[src/rtl/window_buffer_pkg.sv]
// ============================================================================
// window_buffer_pkg : shared defaults, pixel type and Q packing helper
// Rev 1.0
// ============================================================================
`default_nettype none

package window_buffer_pkg;

    localparam int DEF_KER_SIZE = 3;
    localparam int DEF_BITWIDTH = 8;
    localparam int DEF_NFMAPS   = 3;

    localparam int PIX_W = DEF_NFMAPS * DEF_BITWIDTH;
    localparam int WIN_W = DEF_KER_SIZE * DEF_KER_SIZE * DEF_BITWIDTH;

    typedef logic [PIX_W-1:0] pixel_t;

    // LSB of element (ky,kx) of channel ch inside the packed window
    function automatic int q_lsb(input int ch, input int ky, input int kx,
                                 input int k, input int bw);
        return ch * k * k * bw + (ky * k + kx) * bw;
    endfunction

endpackage

`default_nettype wire

[src/rtl/line_mem_bank.sv]
// ============================================================================
// line_mem_bank : cascaded line memories, shared column address, comb read
// Rev 1.0
// ============================================================================
`default_nettype none

module line_mem_bank
    import window_buffer_pkg::*;
#(
    parameter int NLINES   = DEF_KER_SIZE - 1,
    parameter int NW       = 32,
    parameter int PIX_BITS = PIX_W,
    localparam int AW      = $clog2(NW)
) (
    input  logic                             clk,
    input  logic                             rstn,
    input  logic                             we_i,
    input  logic [AW-1:0]                    addr_i,
    input  logic [PIX_BITS-1:0]              din_i,
    output logic [NLINES-1:0][PIX_BITS-1:0]  rd_o
);

    logic [PIX_BITS-1:0] mem_q [NLINES][NW];

    // Line 0 is the oldest row; each write ages the column by one line
    always_ff @(posedge clk or negedge rstn) begin
        if (!rstn) begin
            for (int l = 0; l < NLINES; l++) begin
                for (int a = 0; a < NW; a++) begin
                    mem_q[l][a] <= '0;
                end
            end
        end else if (we_i) begin
            for (int l = 0; l < NLINES - 1; l++) begin
                mem_q[l][addr_i] <= mem_q[l+1][addr_i];
            end
            mem_q[NLINES-1][addr_i] <= din_i;
        end
    end

    generate
        for (genvar l = 0; l < NLINES; l++) begin : g_rd
            assign rd_o[l] = mem_q[l][addr_i];
        end
    endgenerate

endmodule

`default_nettype wire

[src/rtl/window_buffer_gen.sv]
// ============================================================================
// window_buffer_gen : raster pixel stream to strided KxK sliding windows
// Rev 1.0
// ============================================================================
`default_nettype none

module window_buffer_gen
    import window_buffer_pkg::*;
#(
    parameter int KER_SIZE = DEF_KER_SIZE,
    parameter int BITWIDTH = DEF_BITWIDTH,
    parameter int NFMAPS   = DEF_NFMAPS,
    parameter int NW       = 32,
    parameter int NH       = 32,
    parameter int STRIDE_X = 1,
    parameter int STRIDE_Y = 1
) (
    input  logic                                      clk,
    input  logic                                      rstn,
    input  logic                                      flush,
    input  logic                                      in_valid,
    output logic                                      in_ready,
    input  logic [NFMAPS*BITWIDTH-1:0]                D,
    output logic                                      out_valid,
    input  logic                                      out_ready,
    output logic [NFMAPS*KER_SIZE*KER_SIZE*BITWIDTH-1:0] Q,
    output logic                                      out_last,
    output logic                                      frame_done
);

    localparam int PIX_BITS = NFMAPS * BITWIDTH;
    localparam int QW       = NFMAPS * KER_SIZE * KER_SIZE * BITWIDTH;
    localparam int CW       = $clog2(NW);
    localparam int RW       = $clog2(NH);
    localparam int SXW      = $clog2(STRIDE_X) + 1;
    localparam int SYW      = $clog2(STRIDE_Y) + 1;
    localparam int LAST_R   = KER_SIZE - 1 + ((NH - KER_SIZE) / STRIDE_Y) * STRIDE_Y;
    localparam int LAST_C   = KER_SIZE - 1 + ((NW - KER_SIZE) / STRIDE_X) * STRIDE_X;

    logic [CW-1:0]  col_q, col_d;
    logic [RW-1:0]  row_q, row_d;
    logic [SXW-1:0] sx_q, sx_d;
    logic [SYW-1:0] sy_q, sy_d;
    logic [PIX_BITS-1:0] win_q [KER_SIZE][KER_SIZE];
    logic [PIX_BITS-1:0] win_d [KER_SIZE][KER_SIZE];
    logic [KER_SIZE-2:0][PIX_BITS-1:0] line_rd;
    logic [QW-1:0]  q_pack, q_q;
    logic           out_valid_q, out_last_q, frame_done_q;
    logic           accept, col_end, row_end, win_ok;

    assign in_ready   = !flush && (!out_valid_q || out_ready);
    assign accept     = in_valid && in_ready;
    assign col_end    = (col_q == CW'(NW - 1));
    assign row_end    = (row_q == RW'(NH - 1));
    assign win_ok     = (row_q >= RW'(KER_SIZE - 1)) && (col_q >= CW'(KER_SIZE - 1)) &&
                        (sx_q == '0) && (sy_q == '0);
    assign out_valid  = out_valid_q;
    assign out_last   = out_last_q;
    assign Q          = q_q;
    assign frame_done = frame_done_q;

    line_mem_bank #(
        .NLINES   (KER_SIZE - 1),
        .NW       (NW),
        .PIX_BITS (PIX_BITS)
    ) u_lines (
        .clk    (clk),
        .rstn   (rstn),
        .we_i   (accept),
        .addr_i (col_q),
        .din_i  (D),
        .rd_o   (line_rd)
    );

    // Stride phases only advance once the window can be complete in that axis
    always_comb begin
        col_d = col_q;
        row_d = row_q;
        sx_d  = sx_q;
        sy_d  = sy_q;
        if (accept) begin
            if (col_end) begin
                col_d = '0;
                sx_d  = '0;
                if (row_end) begin
                    row_d = '0;
                    sy_d  = '0;
                end else begin
                    row_d = row_q + RW'(1);
                    if (row_q >= RW'(KER_SIZE - 1)) begin
                        sy_d = (sy_q == SYW'(STRIDE_Y - 1)) ? '0 : sy_q + SYW'(1);
                    end
                end
            end else begin
                col_d = col_q + CW'(1);
                if (col_q >= CW'(KER_SIZE - 1)) begin
                    sx_d = (sx_q == SXW'(STRIDE_X - 1)) ? '0 : sx_q + SXW'(1);
                end
            end
        end
    end

    always_comb begin
        win_d = win_q;
        for (int ky = 0; ky < KER_SIZE; ky++) begin
            for (int kx = 0; kx < KER_SIZE - 1; kx++) begin
                win_d[ky][kx] = win_q[ky][kx+1];
            end
        end
        for (int ky = 0; ky < KER_SIZE - 1; ky++) begin
            win_d[ky][KER_SIZE-1] = line_rd[ky];
        end
        win_d[KER_SIZE-1][KER_SIZE-1] = D;
    end

    always_comb begin
        q_pack = '0;
        for (int ch = 0; ch < NFMAPS; ch++) begin
            for (int ky = 0; ky < KER_SIZE; ky++) begin
                for (int kx = 0; kx < KER_SIZE; kx++) begin
                    q_pack[q_lsb(ch, ky, kx, KER_SIZE, BITWIDTH) +: BITWIDTH] =
                        win_d[ky][kx][ch*BITWIDTH +: BITWIDTH];
                end
            end
        end
    end

    always_ff @(posedge clk or negedge rstn) begin
        if (!rstn) begin
            col_q        <= '0;
            row_q        <= '0;
            sx_q         <= '0;
            sy_q         <= '0;
            out_valid_q  <= 1'b0;
            out_last_q   <= 1'b0;
            frame_done_q <= 1'b0;
            q_q          <= '0;
            for (int ky = 0; ky < KER_SIZE; ky++) begin
                for (int kx = 0; kx < KER_SIZE; kx++) begin
                    win_q[ky][kx] <= '0;
                end
            end
        end else if (flush) begin
            col_q        <= '0;
            row_q        <= '0;
            sx_q         <= '0;
            sy_q         <= '0;
            out_valid_q  <= 1'b0;
            out_last_q   <= 1'b0;
            frame_done_q <= 1'b0;
        end else begin
            col_q        <= col_d;
            row_q        <= row_d;
            sx_q         <= sx_d;
            sy_q         <= sy_d;
            frame_done_q <= accept && col_end && row_end;
            if (accept) begin
                win_q <= win_d;
            end
            if (accept && win_ok) begin
                out_valid_q <= 1'b1;
                q_q         <= q_pack;
                out_last_q  <= (row_q == RW'(LAST_R)) && (col_q == CW'(LAST_C));
            end else if (out_ready) begin
                out_valid_q <= 1'b0;
                out_last_q  <= 1'b0;
            end
        end
    end

endmodule

`default_nettype wire
[config.mk]
export PLATFORM = sky130hd
export DESIGN_NAME = window_buffer_gen
export DESIGN_NICKNAME = d
export VERILOG_FILES = /design/src/rtl/window_buffer_pkg.sv /design/src/rtl/line_mem_bank.sv /design/src/rtl/window_buffer_gen.sv
export SDC_FILE = /design/constraint.sdc
export NUM_CORES = 2
export LEC_CHECK = 0
export CELL_PAD_IN_SITES_DETAIL_PLACEMENT = 1
export CELL_PAD_IN_SITES_GLOBAL_PLACEMENT = 1
export CORE_ASPECT_RATIO = 1.4
export CORE_MARGIN = 2
export CORE_UTILIZATION = 51
export CTS_BUF_LIST = sky130_fd_sc_hd__clkbuf_4 sky130_fd_sc_hd__clkbuf_8 sky130_fd_sc_hd__clkbuf_16
export DETAILED_ROUTE_END_ITERATION = 6
export PLACE_DENSITY_LB_ADDON = 0.1
export SLEW_MARGIN = 25
export SYNTH_ARGS = -nofsm -noshare
export SYNTH_HDL_FRONTEND = slang
export SYNTH_SLANG_ARGS = --single-unit
[constraint.sdc]
create_clock -name clk -period 3.4 [get_ports clk]
set_input_delay 0.68 -clock clk [delete_from_list [all_inputs] [get_ports clk]]
set_output_delay 0.68 -clock clk [all_outputs]
set_load 0.02 [all_outputs]
==> results.txt <==
Placer congestion estimate: 0.8564
Crit path launch type: flip-flop
Vias: 56,950
Share of total power in sequential cells: 0.462
WP data required: 4.12 ns
Die area: 0.1672 mm^2
Most used DFF post-synth: dfrtp_1
Remaining antenna violation count after routing: 0
Most area-consuming cells after synthesis: dfrtp_1 (57%), mux2_2 (13%), mux2i_1 (9.2%)
Reg2reg path depth: 7
Comb pwr share: 0.143
Hold Path Origin: D[9]
H-tree levels: 4
Die Span Y: 483.1 um
Pins Over Slew Limit: 0
Initial Utilization: 0.5139
RSZ-0062 raised after global routing: no
Fmax: 0.3121 GHz
PostCTS Resize Cnt: 0
Tot Pwr: 54.48 mW
Post-Syn Instances: 6,892
Critical Path Fanout Max: 17
Final nets: 7,142
Final Hold Viols: 0
Worst Skew: 0.03068 ns
Clk_lat worst skew: 0.84 ns
Mapped Nets: 6,929
Max VDD drop: 0.0005012 V
Setup TNS Final: 0 ns
R2R Setup Slk: 0.20 ns
# rows: 175
Slew Limit Headroom: 0.3284
Clk root buf: clkbuf_16
FF-to-FF Start: col_q[3]$_DFFE_PN0P_
Setup crit end kind: flip-flop
Final worst slack: 0.1959 ns
Yosys warning count: 0
Largest net degree at the start of global routing: 153
Asr flop ratio synth: 1.000
Layout cell share with drive strength beyond 1: 0.2844
Area Growth Syn to Fin: 16.31%
Max Cap Viol: 0
Tot GR Track Use: 0.3282
Psw: 15.22 mW
Filler cells: 15,970
Unique masters post-synth: 44
CTS buffer count: 183
Status: finished, final reports clean
Most frequent cells in the layout: dfrtp_1 (1,908), mux2_2 (960), nor2_1 (823)
Worst-Margin Slew: 1.007 ns
Residual DRC: 0
First-pass GRT wire length: 411,400 um
Final Cycle Share: 0.9424
Clk slew on worst S/H paths: 0.07 ns
Sw Share: 0.2793
EDFF count, synth: 0
CP arrival: 3.92 ns
DRT Pass-1 Iters: 7
Vias/cell: 6.070
Clock share of power: 0.395
Routed WL: 273,600 um
Avg Cell Area, Syn: 12.13 um^2
Cell Area, Synth: 0.08361 mm^2
Clock Sinks: 1,909
Largest area contributor in the netlist: dfrtp_1
WHS Path Cells: 3
Fin crit period: 3.204 ns
Leakage: 43.91 nW
Critical path class: reg -> reg
Cell Pwr Density: 560.2 mW/mm^2
Overflow after GRT: 0
Vias in the first global route: 62,520
Min-Delay Endpoint: q_pack[129]$_DFFE_PN0P_
PortBufs: 248
CTS max path bufs: 3
Seq/Total Area, Yosys: 0.5714
Initial antenna violation count: 6
Initial DRC count: 3,559
Power Internal: 39.26 mW
Worst reg2reg endpoint: Q[17]$_DFFE_PN0P_
WL/cell: 29.16 um
Worst slack, placed: 0.1297 ns
Flop and latch count out of synthesis: 1,909
HPWL Detailed: 176,600 um
Top Ports: 249
Hold Slack: 0.4683 ns
CTS tree: built
# setup viols final: 0
Core Area: 0.1627 mm^2
Commonest non-fill, non-tap cell in the layout: dfrtp_1
Synth top area share: 0.5714
Hold WC Path Type: in -> reg
Die width: 346.2 um
## worst max-delay path, stage by stage (launching register included)
cell	delay, ns
dfrtp_1	0.80
or4b_4	0.49
buf_4	0.35
o22ai_1	0.16
nor4_1	0.69
buf_4	0.25
nand2_1	0.05
mux2_2	0.27
## registers in the layout, summed over array words and instances (netlist names)
name           count
out_valid          1
frame_done         1
col_q              5
u_lines.mem_q   1536
row_q              5
q_pack           144
out_last           1
Q                216
## final cells by class
| type | instances | area, um^2 | share of cell area |
|---|---|---|---|
| Clock buffer | 274 | 5537 | 0.05694 |
| Inverter | 4 | 15.01 | 0.0001544 |
| Tap cell | 2124 | 2658 | 0.02733 |
| Multi-Input combinational cell | 4339 | 32540 | 0.3346 |
| Sequential cell | 1909 | 47770 | 0.4913 |
| Timing Repair Buffer | 668 | 7923 | 0.08147 |
| Antenna cell | 1 | 2.502 | 0.00002573 |
| Clock inverter | 63 | 799.5 | 0.008222 |
## cells in the mapped netlist (2+ instances only)
master / instances
a21oi_1: 572
a21oi_2: 227
a31oi_1: 26
and3_1: 37
and3b_1: 2
buf_1: 32
buf_2: 231
buf_4: 52
buf_6: 99
clkbuf_1: 224
clkbuf_2: 2
dfrtp_1: 1909
ha_1: 8
inv_1: 4
mux2_2: 960
mux2i_1: 768
nand2_1: 341
nand3_1: 5
nand4_1: 2
nand4b_1: 3
nand4bb_1: 5
nor2_1: 823
nor2_4: 25
nor3_1: 2
nor3b_1: 3
nor4_1: 48
o21ai_0: 29
o22ai_1: 385
or4_1: 18
or4_4: 33
or4b_2: 4
## kinds of logic after synthesis
family,share of synthesized area
flip-flops,0.5714
multiplexers,0.2213
AND/OR/NAND/NOR,0.07163
AO/OA/AOI/OAI,0.09092
buffers and inverters,0.04362
adder cells (fa/ha/maj),0.001197
## worst max path at each step
stage	start	end	slack [ns]	depth (start not counted)
after floorplan	col_q[1]$_DFFE_PN0P_	u_lines.mem_q[1025]$_DFFE_PN0P_	0.81	12
after global placement	col_q[1]$_DFFE_PN0P_	Q[17]$_DFFE_PN0P_	0.11	8
after detailed placement	col_q[1]$_DFFE_PN0P_	Q[17]$_DFFE_PN0P_	0.13	8
after CTS	col_q[1]$_DFFE_PN0P_	Q[17]$_DFFE_PN0P_	0.11	8
after global routing	col_q[3]$_DFFE_PN0P_	Q[95]$_DFFE_PN0P_	0.16	8
final	col_q[3]$_DFFE_PN0P_	Q[17]$_DFFE_PN0P_	0.20	7
## layer usage
metal	share of wire	wire length [um]	track usage
met5	0	0	0
met4	0.057	15510	0.1687
met3	0.040	10810	0.04069
met2	0.50	137100	0.5587
met1	0.40	110200	0.4117
## power groups by stage
stage          clock network [mW]  registers [mW]  logic, mW
6_report                     21.5            25.2       7.82
5_1_grt                      22.7            25.3       8.28
4_1_cts                      21.8            25.1       7.84
3_5_place_dp                    0            25.5       7.78
3_3_place_gp                    0            25.4       7.61
2_1_floorplan                   0            25.1       4.70
## per-stage QoR
step | std cells | util | instance area (um^2)
finish | 9382 | 0.5977 | 97240
global route | 9382 | 0.5977 | 97240
CTS | 9381 | 0.5977 | 97240
detailed placement | 9043 | 0.5587 | 90890
global placement | 9043 | 0.5587 | 90890
floorplan | 6892 | - | 83610
## timing repair
item | CTS | global route
endpoints found under the hold margin | 48 | 0
hold buffers | 1 | 0
buffers inserted | 0 | 0
No activity file was read; power rests on OpenSTA's default activity.
